$ cat config.mk
export PLATFORM = sky130hd
export DESIGN_NAME = button_debouncer
export DESIGN_NICKNAME = d
export VERILOG_FILES = /design/src/rtl/button_debouncer.sv
export SDC_FILE = /design/constraint.sdc
export NUM_CORES = 1
export LEC_CHECK = 0
export BUFFER_PORTS_ARGS = -buffer_cell sky130_fd_sc_hd__clkbuf_2
export CAP_MARGIN = 15
export CORE_AREA = 2 2 99 101
export CTS_BUF_LIST = sky130_fd_sc_hd__clkbuf_8
export DETAILED_ROUTE_END_ITERATION = 16
export DIE_AREA = 0 0 101 103
export GPL_ROUTABILITY_DRIVEN = 0
export PLACE_DENSITY = 0.74
export SLEW_MARGIN = 20
export SYNTH_ARGS = -nofsm -noshare
export SYNTH_HDL_FRONTEND = slang
export SYNTH_SLANG_ARGS = --single-unit
$ cat constraint.sdc
create_clock -name clk -period 2.5 [get_ports clk]
set_input_delay 0.5 -clock clk [delete_from_list [all_inputs] [get_ports clk]]
set_output_delay 0.5 -clock clk [all_outputs]
set_load 0.02 [all_outputs]
$ cat src/rtl/button_debouncer.sv
// ---------------------------------------------------------------------------
// button_debouncer
//
// N-channel debouncer for board push-buttons and power/mode switches. Each
// channel is fully independent: it has its own 2-flop synchroniser, its own
// stability counter, one-cycle press/release strobes and (optionally) an
// auto-repeat strobe generator for held buttons. A channel that is bouncing
// never delays or disturbs any other channel.
//
// Parameters
//   WIDTH          number of independent channels (>= 1)
//   STABLE_CYCLES  consecutive synchronised samples that must differ from the
//                  current debounced level before it flips (>= 1)
//   REPEAT_EN      1 builds the auto-repeat logic, 0 ties btn_repeat low
//   REPEAT_DELAY   cycles from a press strobe to the first repeat strobe (>= 1)
//   REPEAT_RATE    cycles between successive repeat strobes (>= 1)
//
// Ports
//   clk          system clock, all logic on the rising edge
//   rst          synchronous active-high reset, overrides everything
//   btn_raw      asynchronous raw pad levels, one bit per channel
//   btn_stable   debounced level per channel
//   btn_press    one-cycle strobe on a debounced 0->1 transition
//   btn_release  one-cycle strobe on a debounced 1->0 transition
//   btn_repeat   one-cycle auto-repeat strobe while a button is held
//   any_press    OR of btn_press, registered in the same cycle as btn_press
//
// Timing: a clean raw edge first sampled at rising edge t shows up on
// btn_stable (and on the matching strobe) after rising edge t+1+STABLE_CYCLES,
// i.e. 2+STABLE_CYCLES cycles after the cycle in which the pad changed.
// ---------------------------------------------------------------------------
module button_debouncer #(
    parameter int WIDTH         = 5,
    parameter int STABLE_CYCLES = 233334,
    parameter int REPEAT_EN     = 0,
    parameter int REPEAT_DELAY  = 25000000,
    parameter int REPEAT_RATE   = 5000000
) (
    input  logic             clk,
    input  logic             rst,
    input  logic [WIDTH-1:0] btn_raw,
    output logic [WIDTH-1:0] btn_stable,
    output logic [WIDTH-1:0] btn_press,
    output logic [WIDTH-1:0] btn_release,
    output logic [WIDTH-1:0] btn_repeat,
    output logic             any_press
);

    // Stability counter only ever reaches STABLE_CYCLES-1, so it cannot wrap.
    localparam int SCW = $clog2(STABLE_CYCLES + 1);
    localparam logic [SCW-1:0] STAB_LAST = SCW'(STABLE_CYCLES - 1);

    typedef enum logic [1:0] {
        IDLE  = 2'd0,
        DELAY = 2'd1,
        RPT   = 2'd2
    } rpt_state_t;

    // -----------------------------------------------------------------------
    // Elaboration-time parameter checks
    // -----------------------------------------------------------------------
    if (WIDTH < 1) begin : g_bad_width
        $error("button_debouncer: WIDTH must be >= 1 (got %0d)", WIDTH);
    end
    if (STABLE_CYCLES < 1) begin : g_bad_stable
        $error("button_debouncer: STABLE_CYCLES must be >= 1 (got %0d)", STABLE_CYCLES);
    end
    if (REPEAT_DELAY < 1) begin : g_bad_delay
        $error("button_debouncer: REPEAT_DELAY must be >= 1 (got %0d)", REPEAT_DELAY);
    end
    if (REPEAT_RATE < 1) begin : g_bad_rate
        $error("button_debouncer: REPEAT_RATE must be >= 1 (got %0d)", REPEAT_RATE);
    end

    // -----------------------------------------------------------------------
    // Two-flop synchroniser; only sync0 is allowed to feed the debounce logic
    // -----------------------------------------------------------------------
    logic [WIDTH-1:0] sync1;
    logic [WIDTH-1:0] sync0;

    always_ff @(posedge clk) begin
        if (rst) begin
            sync1 <= '0;
            sync0 <= '0;
        end else begin
            sync1 <= btn_raw;
            sync0 <= sync1;
        end
    end

    // Per-channel flip events, valid in the cycle before the new level shows.
    logic [WIDTH-1:0] rise_evt;
    logic [WIDTH-1:0] fall_evt;

    // any_press is registered from the same events as btn_press so the two
    // line up exactly.
    always_ff @(posedge clk) begin
        if (rst) begin
            any_press <= 1'b0;
        end else begin
            any_press <= |rise_evt;
        end
    end

    // -----------------------------------------------------------------------
    // Per-channel debounce and auto-repeat
    // -----------------------------------------------------------------------
    for (genvar i = 0; i < WIDTH; i++) begin : g_ch

        logic [SCW-1:0] stab_cnt;
        logic [SCW-1:0] stab_cnt_nxt;
        logic           stable_q;
        logic           stable_nxt;
        logic           press_q;
        logic           release_q;
        logic           rise;
        logic           fall;

        // Any sample equal to the current level restarts the run, so only an
        // unbroken run of STABLE_CYCLES differing samples flips the level.
        always_comb begin
            stab_cnt_nxt = stab_cnt;
            stable_nxt   = stable_q;
            rise         = 1'b0;
            fall         = 1'b0;
            if (sync0[i] == stable_q) begin
                stab_cnt_nxt = '0;
            end else if (stab_cnt == STAB_LAST) begin
                stab_cnt_nxt = '0;
                stable_nxt   = sync0[i];
                rise         = sync0[i];
                fall         = ~sync0[i];
            end else begin
                stab_cnt_nxt = stab_cnt + SCW'(1);
            end
        end

        always_ff @(posedge clk) begin
            if (rst) begin
                stab_cnt  <= '0;
                stable_q  <= 1'b0;
                press_q   <= 1'b0;
                release_q <= 1'b0;
            end else begin
                stab_cnt  <= stab_cnt_nxt;
                stable_q  <= stable_nxt;
                press_q   <= rise;
                release_q <= fall;
            end
        end

        assign rise_evt[i]    = rise;
        assign fall_evt[i]    = fall;
        assign btn_stable[i]  = stable_q;
        assign btn_press[i]   = press_q;
        assign btn_release[i] = release_q;

        if (REPEAT_EN != 0) begin : g_rpt

            localparam int HOLD_MAX = (REPEAT_DELAY > REPEAT_RATE) ? REPEAT_DELAY : REPEAT_RATE;
            localparam int HCW      = $clog2(HOLD_MAX + 1);
            localparam logic [HCW-1:0] DELAY_LAST = HCW'(REPEAT_DELAY - 1);
            localparam logic [HCW-1:0] RATE_LAST  = HCW'(REPEAT_RATE - 1);

            rpt_state_t     state_q;
            rpt_state_t     state_nxt;
            logic [HCW-1:0] hold_cnt;
            logic [HCW-1:0] hold_cnt_nxt;
            logic           rpt_q;
            logic           rpt_nxt;

            always_ff @(posedge clk) begin
                if (rst) begin
                    state_q  <= IDLE;
                    hold_cnt <= '0;
                    rpt_q    <= 1'b0;
                end else begin
                    state_q  <= state_nxt;
                    hold_cnt <= hold_cnt_nxt;
                    rpt_q    <= rpt_nxt;
                end
            end

            // hold_cnt holds the number of cycles since the last press or
            // repeat strobe; the strobe is registered, so it is raised when
            // the count is one short of the target. The falling event is
            // taken before it is registered so that the FSM is already idle
            // (and silent) in the cycle the release strobe appears.
            always_comb begin
                state_nxt    = state_q;
                hold_cnt_nxt = hold_cnt;
                rpt_nxt      = 1'b0;
                if (fall) begin
                    state_nxt    = IDLE;
                    hold_cnt_nxt = '0;
                end else begin
                    case (state_q)
                        IDLE: begin
                            if (press_q) begin
                                if (DELAY_LAST == '0) begin
                                    // Delay of one: first repeat right after the press.
                                    rpt_nxt      = 1'b1;
                                    state_nxt    = RPT;
                                    hold_cnt_nxt = '0;
                                end else begin
                                    state_nxt    = DELAY;
                                    hold_cnt_nxt = HCW'(1);
                                end
                            end
                        end
                        DELAY: begin
                            if (hold_cnt == DELAY_LAST) begin
                                rpt_nxt      = 1'b1;
                                state_nxt    = RPT;
                                hold_cnt_nxt = '0;
                            end else begin
                                hold_cnt_nxt = hold_cnt + HCW'(1);
                            end
                        end
                        RPT: begin
                            if (hold_cnt == RATE_LAST) begin
                                rpt_nxt      = 1'b1;
                                hold_cnt_nxt = '0;
                            end else begin
                                hold_cnt_nxt = hold_cnt + HCW'(1);
                            end
                        end
                        default: begin
                            state_nxt    = IDLE;
                            hold_cnt_nxt = '0;
                        end
                    endcase
                end
            end

            assign btn_repeat[i] = rpt_q;

        end else begin : g_no_rpt
            assign btn_repeat[i] = 1'b0;
        end
    end

endmodule

==> Word level (Yosys, flattened, before mapping) <==
Index checks and enable logic that the tools add are counted.
{ "classes": {"n_addsub": 5, "mul": 0, "div": 0, "n_lt_le_gt_ge": 0, "eq_ne": 10, "n_shift": 0, "mux": 10, "bitwise_logic": 15, "reduce_logical": 16} }
{ "ops": {"columns": ["operator", "count"], "rows": [
  ["18-bit by 1-bit adder with 18-bit output (second input constant)", 5],
  ["18-bit == test (second input constant)", 5],
  ["3-bit OR reduction", 10],
  ["1-bit inverter", 15],
  ["1-bit two-way mux", 10],
  ["2-bit AND reduction", 5],
  ["1-bit == test", 5],
  ["5-bit OR reduction", 1]
]} }
{ "word_totals": {"regBits": 116, "latch_bits": 0, "ram_bits": 0, "rom_bits": 0, "input_bits": 7, "out_inout_bits": 21, "wordCells": 79, "memories": 0} }

==> Logic depth before layout (Yosys ltp) <==
Gate-level depths: netlist of run 1.
{ "depth": {"word_depth": 4, "mapped_depth": 7, "depth_no_buf": 6} }

==> Worst setup path before layout of run 1 <==
Ideal clock, no wire load.
{ "synth_path": {"kind": "reg-to-reg", "startpoint": "register g_ch[4].stab_cnt[0]", "endpoint": "register g_ch[4].stab_cnt[2]", "t_arrival_ns": 1.575, "t_required_ns": 2.385, "slack_ns": 0.810, "path_stages_with_launch": 7, "n_path_buf": 1, "cell_sequence": "dfxtp_1 ha_1 nand4b_1 or4_4 o21ai_2 buf_4 nor2_1"} }
{ "synth_between": {"elab_chain_cells": 2, "elab_cells_between_ends": 3} }
{ "synth_rtl": {"columns": ["element", "line_no", "source"], "rows": [
  ["start: declaration", "110", "logic [SCW-1:0] stab_cnt;"],
  ["start signal: assignment", "145", "stab_cnt <= stab_cnt_nxt;"],
  ["branches (longest 2 deep; another with 18-bit by 1-bit adder with 18-bit output)", null, null]
]} }
Several ways; the timed one is not identified.
A chain may end at the register's enable or synchronous reset.

==> Worst setup path in the final report of run 1 <==
{ "layout_path": {"startpoint": "register g_ch[2].stab_cnt[0]", "endpoint": "register g_ch[2].stab_cnt[10]"} }
{ "layout_between": {"elab_chain_cells": 2, "elab_cells_between_ends": 3} }
{ "layout_rtl": {"columns": ["element", "line_no"], "rows": [
  ["start: declaration", "110"],
  ["start signal: assignment", "145"],
  ["branches (longest 2 deep; another with 18-bit by 1-bit adder with 18-bit output)", null]
]} }
Several ways; the timed one is not identified.

==> results of run 1 <==
final cells by class:
class                      instances  area, sq um  share of cell area, %
timing repair buffer              29        162.7                  2.875
sequential                       116         2322                  41.04
tap                              114        142.6                  2.521
multi-input combinational        413         2584                  45.67
inverter                          13        48.80                 0.8624
clock inverter                    11        108.9                  1.924
clock buffer                      21        289.0                  5.108
critical path, stage by stage (launching register included):
cell	delay, ns
dfxtp_1	0.41
ha_1	0.17
nor4b_1	0.29
nand4_1	0.27
o21ai_2	0.41
buf_4	0.24
nor2_1	0.07
where the power goes:
part	total (W)	switching, W	internal (W)
Sequential	0.00186	0.00000639	0.00186
Clock	0.00169	0.000715	0.000976
Combinational	0.0000540	0.0000350	0.0000190
Total	0.00361	0.000757	0.00285
cells in the mapped netlist, drive strengths merged (7+ instances only):
library cell  count
dfxtp           116
nor2             88
xor2             34
buf              32
nand4            32
xnor2            30
nand3            29
nand2            27
a21oi            26
o21ai            19
nor3             16
inv              13
or3              11
and4             10
ha               10
nor2b            10
nor4              8
and3              7
nand2b            7
or4               7
flip-flops by register name (all words and copies together), names as in the netlist:
name            count
g_ch.release_q      5
any_press           1
sync0               5
g_ch.press_q        5
g_ch.stab_cnt      90
sync1               5
g_ch.stable_q       5
per-layer routing:
layer	up-vias	track usage, %
met5	-	0
met4	0	8.212
met3	12	6.508
met2	67	29.28
met1	1844	23.96
li1	2011	-
final timing paths:
| kind | endpoint | slack, ns |
|---|---|---|
| hold / removal | sync1[3]$_SDFF_PP0_ | 0.27 |
| setup reg to reg | g_ch[2].stab_cnt[10]$_SDFF_PP0_ | 0.53 |
| hold reg to reg | sync0[1]$_SDFF_PP0_ | 0.43 |
| setup / recovery | g_ch[2].stab_cnt[10]$_SDFF_PP0_ | 0.53 |
stage by stage:
| stage | setup WS, ns | total power (W) | instances | utilization (%) | hold WS (ns) |
|---|---|---|---|---|---|
| 5_1_grt | 0.2859 | 0.003744 | 717 | 59.81 | 0.2628 |
| 3_3_place_gp | 0.6031 | 0.001957 | 685 | 55.61 | 0.4265 |
| 3_5_place_dp | 0.5694 | 0.001959 | 685 | 55.61 | 0.4223 |
| 6_report | 0.5350 | 0.003610 | 717 | 59.81 | 0.2699 |
| 2_1_floorplan | 0.8100 | 0.001951 | 578 | - | 0.4138 |
| 4_1_cts | 0.5404 | 0.003651 | 717 | 59.81 | 0.2408 |
kinds of logic after synthesis:
logic type / count (synthesis) / share of synthesized area [%]
other cells: 1 / 0.07236
compound gates: 55 / 6.470
flops: 116 / 44.81
fa+ha+maj: 10 / 2.414
simple gates: 279 / 29.79
xor+xnor: 64 / 10.82
buf+inv: 49 / 5.625
==> flow_summary.toml, run 1 <==
[worst_setup_path]
required_ns = 2.82
ff2ff_path_depth = 6
worst_ep_arrival_time_ns = 2.28
worst_setup_path_end_kind = "flop"
worst_setup_path_start_kind = "flop"
cp_max_fo = 10
reg2reg_from = "g_ch[2].stab_cnt[0]$_SDFF_PP0_"
critPathKind = "reg2reg"
startpoint = "g_ch[2].stab_cnt[0]$_SDFF_PP0_"

[synth]
netlist_instances = 574
syn_avg_cell_area_sq_um = 9.029
synth_edf_count = 0
ys_seq_area_share_pct = 44.81
synth.distinct_cells = 47
ys_ff_latch = 116
synth_flop_cell = "dfxtp_1"
synth_area_sq_um = 5182
synth.area.top_cells = "dfxtp_1 (45%), nor2_1 (6.4%), xor2_1 (5.7%), xnor2_1 (5.1%), nand4_1 (3.5%)"
synth_warnings = 0
synth_top_area_share_pct = 44.81
synthArstFlopShare_pct = 0
yosysTopAreaCell = "dfxtp_1"

[clocking]
cts.htree.levels = 4
clkLatencyLatePin_ns = 0.43
root_buffer = "clkbuf_8"
tritoncts = "built"
numCtsBuffers = 17
path_clk_slew_ns = 0.07
ctsResizeCount = 0
post_cts_buffers = 0
clock-sinks = 116
cts_max_path_buffers = 2
hold_buffers = 0

[sta]
setup_viol_count_final = 0
skew_ns = 0.01172
finalSetupTns_ns = 0
period_minus_slack_ns = 1.965
slew_headroom_pct = 62.33
finalMaxSlewViolations = 0
max_freq_ghz = 0.5089
worst_slew_pin_slew_ns = 0.5650
rsz0062_at_grt = "false"
period_share_pct = 78.60
hold_viol = 0

[cells_and_area]
area_delta_synth_final_pct = 9.174
diodes = 0
stdcell_area_sq_um = 5658
n_fill_cell = 786
drive_gt1_share_pct = 13.76
fin_nets = 607
final_common_cell = "dfxtp_1"
layout_common_cells = "dfxtp_1 (116), nor2_1 (88), xor2_1 (34)"

[detailed_routing]
drc = 0
vias = 3934
first_iter_violations = 175
viasPerCell = 5.487
ant_nets = 0
drt-met1-wl_microns = 4564
wl_met3_microns = 442
routed-wl-met2_microns = 4185
dr.pass1.iters = 6
wl_per_cell_microns = 13.02
wl_microns = 9335
highest_layer = "met4"

[placed_design]
hpwl_microns = 6598
dpl-instance-area_sq_um = 5260
port-buffer-count = 22

[global_route]
grt_pass1_wl_microns = 15510
grt_overflow = 0
grt_usage_pct = 18.87
antenna_found_initial = 0
grt_max_degree = 27
grt_pass1_vias = 3516

[power_and_ir_drop]
cellLeakagePower_nw = 1.835
peakVddDrop_mv = 0.2369
powerDensity_nw_per_um2 = 638.0

[die]
die_h_microns = 103
initial_utilization_pct = 54.79
io_pins = 28
dieWidth_microns = 101
coreArea_sq_um = 9459
std_cell_rows = 36
die_area_sq_um = 10400

[min_path]
holdPathStages = 2
hold_class = "in2reg"
hold_path_startpoint = "btn_raw[3]"

[flow_run]
max_cap_viol_count = 0

[status]
status = "completed"
No activity file was read; power rests on OpenSTA's default activity.
==> run 2, diff against run 1 <==
==> constraint.sdc (replaced) <==
create_clock -name clk -period 1.97 [get_ports clk]
set_input_delay 0.394 -clock clk [delete_from_list [all_inputs] [get_ports clk]]
set_output_delay 0.394 -clock clk [all_outputs]
set_load 0.02 [all_outputs]
==> run 2 against run 1 <==
Effect of this change:
- power grew 33%
- hold slack lost 0.099 ns
- count of clock-buffer cells in the layout shrank 1
- via count grew 2.2%
- register-to-register slack lost 0.34 ns
- critical path depth shrank 2
- sequential power grew 27%
- maximum frequency grew 11%
- non-clock buffer count grew 9
- clock power grew 40%
- largest power group unchanged
- highest routed layer unchanged
==> flow_summary.toml, run 2 (synthesis gave the netlist of run 1 again) <==
[status]
status = "completed"

[die]
die_area_sq_um = 10400
std_cell_rows = 36
dieWidth_microns = 101
io_pins = 28
coreArea_sq_um = 9459
die_h_microns = 103
initial_utilization_pct = 54.79

[power_and_ir_drop]
seq_power_share_pct = 49.4
combPwrFrac_pct = 1.5
clkPwrFrac_pct = 49.2
cellLeakagePower_nw = 1.901
powerDensity_nw_per_um2 = 827.8
peakVddDrop_mv = 0.3930
sw_frac_of_total_pct = 19.83
p_int_w = 0.003842
p_switching_w = 0.0009503

[detailed_routing]
wl_per_cell_microns = 13.26
dr.pass1.iters = 4
wl_microns = 9630
vias = 4020
first_iter_violations = 157
viasPerCell = 5.537
drc = 0
ant_nets = 0

[cells_and_area]
layout_common_cells = "dfxtp_1 (116), nor2_1 (88), xor2_1 (34)"
stdcell_area_sq_um = 5789
regMostFlops = "g_ch.stab_cnt"
stdcell_count = 726
fin_nets = 616
drive_gt1_share_pct = 15.20
utilization_pct = 61.20
diodes = 0
area_delta_synth_final_pct = 11.71
largest_reg_flops = 90
final_common_cell = "dfxtp_1"

[worst_setup_path]
worst_setup_path_end_kind = "flop"
critPathKind = "reg2reg"
worst_ep_arrival_time_ns = 2.13
required_ns = 2.33
cp_max_fo = 6
worst_setup_path_start_kind = "flop"

[global_route]
grt_pass1_wl_microns = 15820
grt_pass1_vias = 3582
antenna_found_initial = 0
grt_usage_pct = 19.29
grt_overflow = 0
grt_max_degree = 24

[sta]
hold_viol = 0
skew_ns = 0.008766
slew_headroom_pct = 59.50
rsz0062_at_grt = "false"
setup_viol_count_final = 0
period_share_pct = 90.00
max_freq_ghz = 0.5640
worst_slew_pin_slew_ns = 0.6019
period_minus_slack_ns = 1.773
finalMaxSlewViolations = 0
finalSetupTns_ns = 0

[clocking]
cts.htree.levels = 4
root_buffer = "clkbuf_8"
cts_max_path_buffers = 2
tritoncts = "built"
clock-sinks = 116
numCtsBuffers = 17
clkLatencyLatePin_ns = 0.43
path_clk_slew_ns = 0.07
hold_buffers = 0

[flow_run]
max_cap_viol_count = 0

[placed_design]
hpwl_microns = 6531
port-buffer-count = 22
dp.cells = 692
dpl-instance-area_sq_um = 5325

[min_path]
hold_class = "in2reg"
-- run 2: what timing repair did --
action,in CTS,in global routing
gates resized for setup,0,2
endpoints found under the setup margin,0,1
buffers inserted,0,2
hold endpoints to repair,0,0
-- run 2: path summary, 6_finish.rpt --
check | slack (ns) | from | endpoint | depth (start not counted)
setup / recovery | 0.20 | g_ch[3].stab_cnt[8]$_SDFF_PP0_ | g_ch[3].stab_cnt[17]$_SDFF_PP0_ | 4
hold / removal | 0.17 | btn_raw[1] | sync1[1]$_SDFF_PP0_ | 2
setup reg to reg | 0.20 | g_ch[3].stab_cnt[8]$_SDFF_PP0_ | g_ch[3].stab_cnt[17]$_SDFF_PP0_ | 4
hold reg to reg | 0.46 | sync1[0]$_SDFF_PP0_ | sync0[0]$_SDFF_PP0_ | 1
-- run 2: stage by stage --
| step | hold WS [ns] | power, W | setup slack, ns |
|---|---|---|---|
| detailed placement | 0.4389 | 0.002487 | 0.1401 |
| finish | 0.1713 | 0.004792 | 0.1970 |
| global placement | 0.4308 | 0.002485 | 0.2142 |
| floorplan | 0.4138 | 0.002476 | 0.2800 |
| CTS | 0.1422 | 0.004839 | 0.09739 |
| global route | 0.1594 | 0.004954 | 0.02281 |
-- run 2: layout make-up --
class | count | area [sq um]
Fill cell | 802 | 3670
Multi-Input combinational cell | 413 | 2596
Clock buffer | 20 | 275.3
Timing Repair Buffer | 38 | 242.7
Clock inverter | 12 | 161.4
Inverter | 13 | 48.80
Tap cell | 114 | 142.6
Sequential cell | 116 | 2322
-- run 2: metal layers --
layer  track usage [%]  up-vias  wire length (microns)
met5                 0        -                      0
met4             9.563        0                    173
met3             6.237       13                    498
met2             30.41       81                   4539
met1             23.88     1883                   4419
li1                  -     2043                      -
-- run 2: power groups by stage --
stage / Combinational [W] / Clock [W] / Sequential (W)
after floorplan: 0.0000597 / 0 / 0.00242
after global placement: 0.0000674 / 0 / 0.00242
after detailed placement: 0.0000689 / 0 / 0.00242
after CTS: 0.0000695 / 0.00240 / 0.00237
after global routing: 0.0000777 / 0.00251 / 0.00237
final: 0.0000699 / 0.00236 / 0.00237
-- run 2: worst max-delay path: stages, from the launching register on --
cell and delay [ns]:
dfxtp_1 0.44, nand4_1 0.22, nor4_1 0.50, or3b_1 0.40
a21oi_1 0.14
==> run 3, diff against run 2 <==
--- a/config.mk
+++ b/config.mk
@@ -5,14 +5,14 @@
 export SDC_FILE = /design/constraint.sdc
 export NUM_CORES = 1
 export LEC_CHECK = 0
-export BUFFER_PORTS_ARGS = -buffer_cell sky130_fd_sc_hd__clkbuf_2
 export CAP_MARGIN = 15
 export CORE_AREA = 2 2 99 101
 export CTS_BUF_LIST = sky130_fd_sc_hd__clkbuf_8
 export DETAILED_ROUTE_END_ITERATION = 16
 export DIE_AREA = 0 0 101 103
+export DONT_BUFFER_PORTS = 1
 export GPL_ROUTABILITY_DRIVEN = 0
-export PLACE_DENSITY = 0.74
+export PLACE_DENSITY = 0.71
 export SLEW_MARGIN = 20
 export SYNTH_ARGS = -nofsm -noshare
 export SYNTH_HDL_FRONTEND = slang
==> run 3 against run 2 <==
Effect of this change:
- critical path depth up 1
- sequential power hardly changed
- count of clock-buffer cells in the layout did not move
- via count shrank 2.0%
- final area is 3.2% lower
- clock power is 5% lower
- critical path type unchanged
- critical endpoint is now any_press$_SDFF_PP0_
- global-route usage is 0.28 points higher
- worst setup slack got worse by 0.064 ns
- largest power group unchanged
- power down 2.9%
==> flow_summary.toml, run 3 (synthesis gave the netlist of run 1 again) <==
[global_route]
grt_max_degree = 32
grt_usage_pct = 19.57
antenna_found_initial = 0
grt_pass1_vias = 3636
grt_overflow = 0
grt_pass1_wl_microns = 16150

[power_and_ir_drop]
peakVddDrop_mv = 0.3632
p_switching_w = 0.0009460
combPwrFrac_pct = 1.1
clkPwrFrac_pct = 48.0
seq_power_share_pct = 50.9
sw_frac_of_total_pct = 20.33
p_int_w = 0.003707
design_power_total_w = 0.004653
cellLeakagePower_nw = 1.769
powerDensity_nw_per_um2 = 829.9

[cells_and_area]
largest_reg_flops = 90
fin_nets = 590
diodes = 0
area_delta_synth_final_pct = 8.185
utilization_pct = 59.27
final_common_cell = "dfxtp_1"
regMostFlops = "g_ch.stab_cnt"
drive_gt1_share_pct = 11.26
stdcell_area_sq_um = 5607
layout_common_cells = "dfxtp_1 (116), nor2_1 (88), xor2_1 (34)"

[detailed_routing]
viasPerCell = 5.626
first_iter_violations = 221
drc = 0
wl_microns = 9642
dr.pass1.iters = 4
vias = 3938
ant_nets = 0
wl_per_cell_microns = 13.77

[worst_setup_path]
critPathMaxStageDelay_ns = 0.50
critPathBufInv = 0
startpoint = "g_ch[3].stab_cnt[0]$_SDFF_PP0_"
reg2reg_from = "g_ch[3].stab_cnt[0]$_SDFF_PP0_"
crit_family = "simple AND/OR/NAND/NOR gates"
worst_setup_path_start_kind = "flop"
worst_setup_path_end_kind = "flop"
required_ns = 2.32
worst_ep_arrival_time_ns = 2.19
critPathKind = "reg2reg"
crit_chain = "ha_1, nor4b_1, nand4_1, or3_2, a41oi_2"
cp_max_fo = 6
critical-path-slowest-cell = "or3_2"

[die]
die_area_sq_um = 10400
initial_utilization_pct = 54.79
coreArea_sq_um = 9459
die_h_microns = 103
dieWidth_microns = 101
io_pins = 28
std_cell_rows = 36

[clocking]
clock-sinks = 116
post_cts_buffers = 0
numCtsBuffers = 17
cts.htree.levels = 4
path_clk_slew_ns = 0.07
cts_max_path_buffers = 2
tritoncts = "built"
ctsResizeCount = 0
root_buffer = "clkbuf_8"
hold_buffers = 0
clkLatencyLatePin_ns = 0.43

[placed_design]
hpwl_microns = 6526
dpl-instance-area_sq_um = 5187
place_ws_ns = 0.1591
port-buffer-count = 0

[min_path]
hold_class = "in2reg"
hold_path_startpoint = "rst"

[sta]
hold_viol = 0
skew_ns = 0.01053
finalSetupTns_ns = 0
period_minus_slack_ns = 1.837
max_freq_ghz = 0.5444
slew_headroom_pct = 62.75
rsz0062_at_grt = "false"
setup_viol_count_final = 0
worst_slew_pin_slew_ns = 0.5537
setup_slack_ns = 0.1332
finalMaxSlewViolations = 0
period_share_pct = 93.24

[status]
status = "completed"

[flow_run]
max_cap_viol_count = 0
==> run 3: area by class of cell <==
| class | count | area (sq um) |
|---|---|---|
| clock buffer | 20 | 275.3 |
| clock inverter | 12 | 137.6 |
| fill | 815 | 3852 |
| inverter | 13 | 48.80 |
| multi-input combinational | 413 | 2590 |
| sequential | 116 | 2322 |
| tap | 114 | 142.6 |
| timing repair buffer | 12 | 90.09 |
==> run 3: final timing paths <==
path,endpoint,slack (ns),cells after the start
hold reg to reg,sync0[1]$_SDFF_PP0_,0.44,1
setup / recovery,any_press$_SDFF_PP0_,0.13,5
hold / removal,sync1[2]$_SDFF_PP0_,0.03,1
setup reg to reg,any_press$_SDFF_PP0_,0.13,5
==> run 3: routing by layer <==
metal	part of all wire (%)	track usage (%)
met3	5.5	6.373
met4	1.2	8.420
met5	0	0
met2	47	31.44
met1	46	24.24
==> run 3: power groups by stage <==
stage | Clock (W) | Combinational (W) | Sequential [W]
6_report | 0.00224 | 0.0000507 | 0.00237
5_1_grt | 0.00240 | 0.0000571 | 0.00237
4_1_cts | 0.00228 | 0.0000508 | 0.00237
3_5_place_dp | 0 | 0.0000507 | 0.00242
3_3_place_gp | 0 | 0.0000499 | 0.00242
2_1_floorplan | 0 | 0.0000597 | 0.00242
==> run 3: worst register-to-register path, delay by kind of cell (launching register included) <==
kind | cells | cell delay, ns
simple gates | 3 | 1.04
fa+ha+maj | 1 | 0.17
flops | 1 | 0.42
compound gates | 1 | 0.13
==> run 3: per-stage QoR <==
stage                     hold WS, ns  instances
after floorplan                0.4138        578
after global placement         0.4252        668
after detailed placement       0.4265        668
after CTS                    0.001137        700
after global routing         0.004697        700
final                         0.02839        700
